==> src/rtl/sweep_pkg.sv <==
// rtl/sweep_pkg.sv - shared state type and default widths for the formula vector sweeper
package sweep_pkg;

    typedef enum logic [1:0] {
        IDLE = 2'd0,
        RUN  = 2'd1,
        DONE = 2'd2
    } sweep_state_t;

    localparam int N_IN_DEF    = 37;
    localparam int SWEEP_W_DEF = 16;

endpackage

==> src/rtl/sweep_counter.sv <==
// rtl/sweep_counter.sv - loadable low-field incrementer with an all-ones flag
module sweep_counter #(
    parameter int W = 16
) (
    input  logic         clk_i,
    input  logic         rst_i,
    input  logic         load_i,
    input  logic         inc_i,
    output logic [W-1:0] count_o,
    output logic         last_o
);

    logic [W-1:0] count_q;
    logic [W-1:0] count_d;

    always_comb begin
        count_d = count_q;
        if (load_i) begin
            count_d = '0;
        end else if (inc_i) begin
            count_d = count_q + W'(1);
        end
    end

    always_ff @(posedge clk_i or posedge rst_i) begin
        if (rst_i) begin
            count_q <= '0;
        end else begin
            count_q <= count_d;
        end
    end

    assign count_o = count_q;
    assign last_o  = &count_q;

endmodule

==> src/rtl/formula_vector_sweeper.sv <==
// rtl/formula_vector_sweeper.sv - drives a combinational formula with swept vectors and checks its output
module formula_vector_sweeper
    import sweep_pkg::*;
#(
    parameter int N_IN    = N_IN_DEF,
    parameter int SWEEP_W = SWEEP_W_DEF
) (
    input  logic              clk,
    input  logic              rst,
    input  logic              start,
    input  logic              abort,
    input  logic              stop_on_cex,
    input  logic [N_IN-1:0]   base_vec,
    output logic [N_IN-1:0]   f_vec,
    input  logic              f_out,
    output logic              busy,
    output logic              done,
    output logic              pass,
    output logic              cex_valid,
    output logic              cex_vec_unused_guard,
    output logic [N_IN-1:0]   cex_vec,
    output logic [SWEEP_W:0]  sat_count,
    output logic              aborted
);

    localparam logic [N_IN-1:0] LOW_MASK = N_IN'({SWEEP_W{1'b1}});

    sweep_state_t      state_q;
    logic [N_IN-1:0]   base_hi_q;
    logic              stop_q;
    logic              busy_q;
    logic              done_q;
    logic              pass_q;
    logic              cex_valid_q;
    logic [N_IN-1:0]   cex_vec_q;
    logic [SWEEP_W:0]  sat_q;
    logic              aborted_q;

    logic [SWEEP_W-1:0] low;
    logic               last;
    logic               in_run;
    logic               hit_cex;
    logic               end_run;
    logic               cnt_load;
    logic               cnt_inc;

    assign in_run   = (state_q == RUN);
    // An aborted cycle's vector is neither counted nor captured.
    assign hit_cex  = in_run && !abort && !f_out && !cex_valid_q;
    assign end_run  = in_run && (abort || (hit_cex && stop_q) || last);
    assign cnt_load = (state_q == IDLE) && start;
    assign cnt_inc  = in_run && !end_run;

    sweep_counter #(
        .W (SWEEP_W)
    ) u_counter (
        .clk_i   (clk),
        .rst_i   (rst),
        .load_i  (cnt_load),
        .inc_i   (cnt_inc),
        .count_o (low),
        .last_o  (last)
    );

    // Both terms are registers, so the formula sees a glitch-free vector.
    assign f_vec = base_hi_q | N_IN'(low);

    always_ff @(posedge clk or posedge rst) begin
        if (rst) begin
            state_q     <= IDLE;
            base_hi_q   <= '0;
            stop_q      <= 1'b0;
            busy_q      <= 1'b0;
            done_q      <= 1'b0;
            pass_q      <= 1'b0;
            cex_valid_q <= 1'b0;
            cex_vec_q   <= '0;
            sat_q       <= '0;
            aborted_q   <= 1'b0;
        end else begin
            done_q <= 1'b0;
            case (state_q)
                IDLE: begin
                    if (start) begin
                        base_hi_q   <= base_vec & ~LOW_MASK;
                        stop_q      <= stop_on_cex;
                        busy_q      <= 1'b1;
                        pass_q      <= 1'b0;
                        cex_valid_q <= 1'b0;
                        cex_vec_q   <= '0;
                        sat_q       <= '0;
                        aborted_q   <= 1'b0;
                        state_q     <= RUN;
                    end
                end
                RUN: begin
                    if (!abort && f_out) begin
                        sat_q <= sat_q + (SWEEP_W+1)'(1);
                    end
                    if (hit_cex) begin
                        cex_valid_q <= 1'b1;
                        cex_vec_q   <= f_vec;
                    end
                    if (abort) begin
                        aborted_q <= 1'b1;
                    end
                    if (end_run) begin
                        busy_q  <= 1'b0;
                        done_q  <= 1'b1;
                        pass_q  <= !abort && !(cex_valid_q || hit_cex);
                        state_q <= DONE;
                    end
                end
                DONE: begin
                    state_q <= IDLE;
                end
                default: begin
                    state_q <= IDLE;
                end
            endcase
        end
    end

    assign busy                 = busy_q;
    assign done                 = done_q;
    assign pass                 = pass_q;
    assign cex_valid            = cex_valid_q;
    assign cex_vec              = cex_vec_q;
    assign sat_count            = sat_q;
    assign aborted              = aborted_q;
    assign cex_vec_unused_guard = 1'b0;

endmodule

==> config.mk <==
export PLATFORM = sky130hd
export DESIGN_NAME = formula_vector_sweeper
export DESIGN_NICKNAME = d
export VERILOG_FILES = /design/src/rtl/sweep_pkg.sv /design/src/rtl/sweep_counter.sv /design/src/rtl/formula_vector_sweeper.sv
export SDC_FILE = /design/constraint.sdc
export NUM_CORES = 1
export LEC_CHECK = 0
export ABC_CLOCK_PERIOD_IN_PS = 3300
export BUFFER_PORTS_ARGS = -buffer_cell sky130_fd_sc_hd__buf_2
export CORE_MARGIN = 1
export CORE_UTILIZATION = 53
export CTS_BUF_LIST = sky130_fd_sc_hd__clkbuf_8
export CTS_CLUSTER_SIZE = 24
export DETAILED_ROUTE_END_ITERATION = 6
export PLACE_DENSITY_LB_ADDON = 0.1
export SLEW_MARGIN = 20
export SYNTH_ARGS = -nofsm -noshare
export SYNTH_HDL_FRONTEND = slang
export SYNTH_SLANG_ARGS = --single-unit
==> constraint.sdc <==
create_clock -name clk -period 3.3 [get_ports clk]
set_input_delay 0.495 -clock clk [delete_from_list [all_inputs] [get_ports clk]]
set_output_delay 0.495 -clock clk [all_outputs]
set_load 0.02 [all_outputs]
==> After elaboration in Yosys (flattened, before gate mapping) <==
Index checks and enable logic that the tools add are counted.
{ "totals": {"register_bits": 99, "in_bits": 43, "out_inout_bits": 97, "elab_cells": 70} }
{ "op_classes": {"add_sub_neg": 2, "n_eq_ne": 6, "mux": 23, "bitwise_logic": 1, "reduce_logical": 27} }
{ "ops": {"columns": ["op", "count"], "rows": [
  ["two-way mux 37 bit", 2],
  ["case mux 37 bit (2 select lines)", 1],
  ["OR 37 x 16 -> 37 bit", 1],
  ["two-way mux 17 bit", 2],
  ["case mux 17 bit (2 select lines)", 1],
  ["two-way mux 16 bit", 2],
  ["adder 17 x 1 -> 17 bit, second input constant", 1],
  ["adder 16 x 1 -> 16 bit, second input constant", 1],
  ["AND reduction 16 bit", 1],
  ["AND reduction 3 bit", 4],
  ["logical AND 1 bit", 9],
  ["two-way mux 1 bit", 8],
  ["case mux 1 bit (2 select lines)", 4],
  ["inequality test 2 x 1 -> 1 bit, second input constant", 3],
  ["zero test 1 bit", 5],
  ["two-way mux 2 bit", 2],
  ["inequality test 2 bit, second input constant", 2],
  ["case mux 2 bit (2 select lines)", 1],
  ["AND reduction 2 bit", 2],
  ["nonzero test 2 bit", 2],
  ["logical OR 1 bit", 3],
  ["equality test 2 x 1 -> 1 bit, second input constant", 1],
  ["zero test 2 bit", 1]
]} }

==> Longest topological paths before layout <==
{ "depth": {"ltp_word": 12, "mapped_depth": 7, "ltp_nobuf": 5} }

==> Cells and area by module <==
A second synthesis with hierarchy kept.
{ "unflattened": {"cells_unflattened": 469, "hier_area_um2": 4347.9} }
{ "modules_own_cells": {"columns": ["module", "n_inst", "cells_each", "area_per_inst_um2", "seq_area_each_um2"], "rows": [
  ["formula_vector_sweeper", 1, 383, 3468.3, 2077.0],
  ["sweep_counter", 1, 86, 879.6, 400.4]
]} }

==> Least setup slack after synthesis <==
No wires, ideal clock.
{ "synth_path": {"path_type": "register to register", "from": "reg u_counter.count_q[0] (netlist: u_counter.count_o[0])", "to": "reg u_counter.count_q[5] (netlist: u_counter.count_o[5])", "setup_ns": 0.078, "arrival_time_ns": 2.178, "required_ns": 3.222, "setup_slack_ns": 1.044, "stages_incl_launch_ff": 7, "n_path_buf": 1, "synth_period_minus_slack_ns": 2.256, "path_cell_list": "dfrtp_1 -> ha_1 -> nand3_1 -> nor4_1 -> clkbuf_1 -> o31ai_1 -> a21oi_1"} }
{ "synth_between": {"elab_chain_cells": 6, "elab_cells_between_ends": 9, "classes_between": "add/sub: 1; mux: 2; reduce/logical: 6"} }
{ "synth_rtl": {"columns": ["element", "line_no", "source"], "rows": [
  ["start, declared", "sweep_counter.sv:13", "logic [W-1:0] count_q;"],
  ["start signal, assigned", "sweep_counter.sv:29", "count_q <= count_d;"],
  ["parallel branches: the longest is 6 deep, another holds adder 16 x 1 -> 16 bit", null, null]
]} }
Several ways; the timed one is not identified. The select of a mux whose other input is x is not followed.
A chain may end at the register's enable or synchronous reset.

==> Worst setup path after layout <==
{ "layout_path": {"from": "reg state_q[1]", "to": "reg u_counter.count_q[15] (netlist: u_counter.count_o[15])"} }
{ "layout_between": {"elab_chain_cells": 11, "elab_cells_between_ends": 14, "classes_between": "eq/ne: 1; mux: 1; reduce/logical: 12"} }
{ "layout_rtl": {"columns": ["element", "line_no", "source"], "rows": [
  ["start, declared", "formula_vector_sweeper.sv:28", "sweep_state_t state_q;"],
  ["start signal, assigned", "formula_vector_sweeper.sv:70", "state_q <= IDLE;"],
  ["start signal, assigned", "formula_vector_sweeper.sv:93", "state_q <= RUN;"],
  ["start signal, assigned", "formula_vector_sweeper.sv:111", "state_q <= DONE;"],
  ["equality test 2 x 1 -> 1 bit", "formula_vector_sweeper.sv:47", "assign in_run = (state_q == RUN);"],
  ["logical AND 1 bit (3 in a row)", "formula_vector_sweeper.sv:49", "assign hit_cex = in_run && !abort && !f_out && !cex_valid_q;"],
  ["logical AND 1 bit", "formula_vector_sweeper.sv:50", "assign end_run = in_run && (abort || (hit_cex && stop_q) || last);"],
  ["logical OR 1 bit (2 in a row)", "formula_vector_sweeper.sv:50", null],
  ["logical AND 1 bit", "formula_vector_sweeper.sv:50", null],
  ["zero test 1 bit", "formula_vector_sweeper.sv:52", "assign cnt_inc = in_run && !end_run;"],
  ["logical AND 1 bit", "formula_vector_sweeper.sv:52", null],
  ["nonzero test 2 bit (no source line)", null, null]
]} }
Several ways; a longest one is shown, not always the timed one.

==> metrics.md <==
| Metric | Value |
|---|---|
| Run status | `finished clean` |
| Synth-to-layout area growth | `20.1%` |
| Slew @ Worst Pin | `0.818 ns` |
| CTS root buffer | `clkbuf_8` |
| Pwr Total | `about 3.7 mW` |
| Seq/Total Area, Yosys | `55.9%` |
| Core area | `0.00789 sq mm` |
| Period utilization | `71.9%` |
| Most used DFF post-synth | `dfrtp_1` |
| Final Util | `67.5%` |
| Clock Latency Late Sink | `around 0.36 ns` |
| FF-to-FF path depth | `4` |
| Period minus WS final | `2.37 ns` |
| Slew Viols, Final | `0` |
| Vias in the first global route | `3581` |
| Clock Skews | `0.00878 ns` |
| Max clock buf depth | `2` |
| DIE AREA | `approximately 0.0087 sq mm` |
| #FFs+latches synth | `around 100` |
| Wire per inst | `about 14 microns` |
| Clock sinks | `99` |
| Synth Area in Adders | `0.564%` |
| Critical Path RT | `~3.6 ns` |
| CTS tree | `yes` |
| H-Tree Depth | `3` |
| Hold_buf cts | `0` |
| Io pins | `140` |
| Worst reg-to-reg setup slack | `0.93 ns` |
| Die Wd | `93.5 microns` |
| CP max FO | `11` |
| Die Span Y | `93.5 microns` |
| Worst Path Arrival | `2.66 ns` |
| Tot GR Track Use | `roughly 24%` |
| DRC viols | `0` |
| Via count | `3840` |
| Cell Pwr Density | `701 mW/mm^2` |
| FP Rows | `32` |
| Max Used Layer | `met4` |
| Net Count, Synth | `534` |
| Ratio of cells with drive above 1 in the final layout | `roughly a quarter` |
| Compound-Gate Fraction of Synth Area | `13.2%` |
| # resized after CTS | `0` |
| Final setup fails | `0` |
| Slew HR | `45.1%` |
| Synth Area in XOR/XNOR | `less than 1%` |
| Mapped Cells | `489` |
| First-pass GRT wire length | `~17000 microns` |
| Post-synthesis mux area share | `1.81%` |
| Avg Cell Area, Syn | `~9.1 sq um` |
| Final antenna diode count | `0` |
| Met2 wire len | `4700 microns` |
| Initial antenna violation count | `0` |
| # Post-CTS Setup Buffers | `0` |
| Final GP Congestion | `0.808` |
| Fin Setup TNS | `0 ns` |
| Leakage power | `2.68 nW` |
| Detailed Place HPWL | `6670 microns` |
| Drt via density | `5.47` |
| Most common cell in the netlist | `nand2_1` |
| Initial drt markers | `about 220` |
| Synth Area in Simple Gates | `roughly a quarter` |
| CP Launch Type | `flop` |
| Top post-synthesis cells by count | `nand2_1 (162), dfrtp_1 (99), o21ai_0 (42)` |
| Largest net degree at the start of global routing | `100` |
| Grt total ovfl | `0` |
| Max rail drop VDD | `0.480 mV` |
| Routed Antenna Nets | `0` |
| Synth area leader | `dfrtp_1` |
| CTS Buf Count | `9` |
| Post-synth EDFFs | `0` |
| Hold Crit Class | `in2async` |
| RSZ-0062 raised after global routing | `no` |
| Synth cell types | `39` |
| Met3 WL | `509 microns` |
| Largest family of logic cells by synthesized area | `simple AND/OR/NAND/NOR gates` |
| Worst R2R Start | `state_q[1]` |
| Area share of the largest cell type after synthesis | `55.9%` |
| Router iterations before antenna repair | `6` |
| Area contributors post-synth | `dfrtp_1 (56%), nand2_1 (14%), o21ai_0 (4.7%)` |
| M1 wire length | `4620 microns` |
| Syn Std Cell Area | `0.00443 sq mm` |
| Final hold vios | `0` |
| Initial core utilization | `56.2%` |
| Maxcap violations | `0` |
| Fin nets | `between 600 and 700` |
| Number of port buffers | `approximately 120` |
| CP Class | `reg2reg` |
| Critical Path Sink Type | `flop` |
| Achievable Freq | `about 0.42 GHz` |
| Routed WL | `around 10000 microns` |
| Reg clk slew, reported paths | `0.10 ns` |
| RR Endpoint | `u_counter.count_o[15]` |
| Async SR Flop Fraction | `100%` |
| Yosys warns | `0` |
==> kinds of logic (layout without fill, tap and decap cells) <==
family          Yosys count  in the layout
simple gates            238            238
flops                    99             99
compound gates           97             97
buf+inv                  42            153
mux                       8              8
fa+ha+maj                 2              2
xor+xnor                  2              2
other cells               1              1
==> final cells by class <==
cell class,count,area [sq um]
Clock inverter,6,70.1
Timing Repair Buffer,128,668
Inverter,9,36.3
Clock buffer,10,138
Tap cell,102,128
Multi-Input combinational cell,348,1810
Fill cell,653,2560
Sequential cell,99,2480
==> power by group <==
group          leakage (nW)  total [mW]  internal (mW)  switching (mW)
Combinational          1.24        1.22          0.372           0.848
Sequential             1.33        1.70           1.48           0.220
Clock                 0.108       0.809          0.380           0.429
==> registers in the layout (all words and copies together) (netlist names), 2 cells and up <==
register	cells
sat_count	17
u_counter.count_o	16
cex_vec	37
state_q	2
base_hi_q	21
==> metrics by stage <==
step	setup slack [ns]	instance area, sq um	hold slack (ns)	instances
final	0.926	5330	0.249	702
after global routing	0.793	5330	0.297	702
after CTS	0.919	5330	0.268	702
after detailed placement	0.870	5120	0.473	686
after global placement	0.894	5120	0.458	686
after floorplan	0.215	4430	0.438	489
==> worst max-delay path by stage <==
stage | from | end | slack, ns
2_1_floorplan | rst | aborted | 0.21
3_3_place_gp | abort | u_counter.count_o[15] | 0.89
3_5_place_dp | abort | u_counter.count_o[15] | 0.87
4_1_cts | state_q[1] | u_counter.count_o[15] | 0.92
5_1_grt | state_q[1] | u_counter.count_o[15] | 0.79
6_report | state_q[1] | u_counter.count_o[15] | 0.93
==> critical path, stage by stage (launching register included) <==
cell and delay [ns]:
dfrtp_1 0.50, or3b_1 0.47, or4_1 0.64, or4_1 0.54, a21oi_1 0.14
==> per-layer routing <==
metal	GRT usage [%]	vias up
met3	4.63	10
met2	39.6	94
met5	0	-
met1	32.2	1833
li1	-	1903
met4	9.23	0
==> layout by cell type (no fill, tap or decap), drive strengths merged, types with 3 or more instances in the layout <==
| cell type | n |
|---|---|
| nand2 | 162 |
| and3 | 3 |
| nand4 | 9 |
| a21oi | 20 |
| inv | 12 |
| dfrtp | 99 |
| nand3 | 10 |
| o21a | 3 |
| clkbuf | 10 |
| a211oi | 3 |
| and4 | 3 |
| nor3 | 4 |
| nor2 | 10 |
| o21ai | 42 |
| buf | 128 |
| o31ai | 16 |
| mux2i | 8 |
| nand2b | 6 |
| or4 | 16 |
| nor4 | 6 |
| or3 | 3 |
No activity file was read; power rests on OpenSTA's default activity.
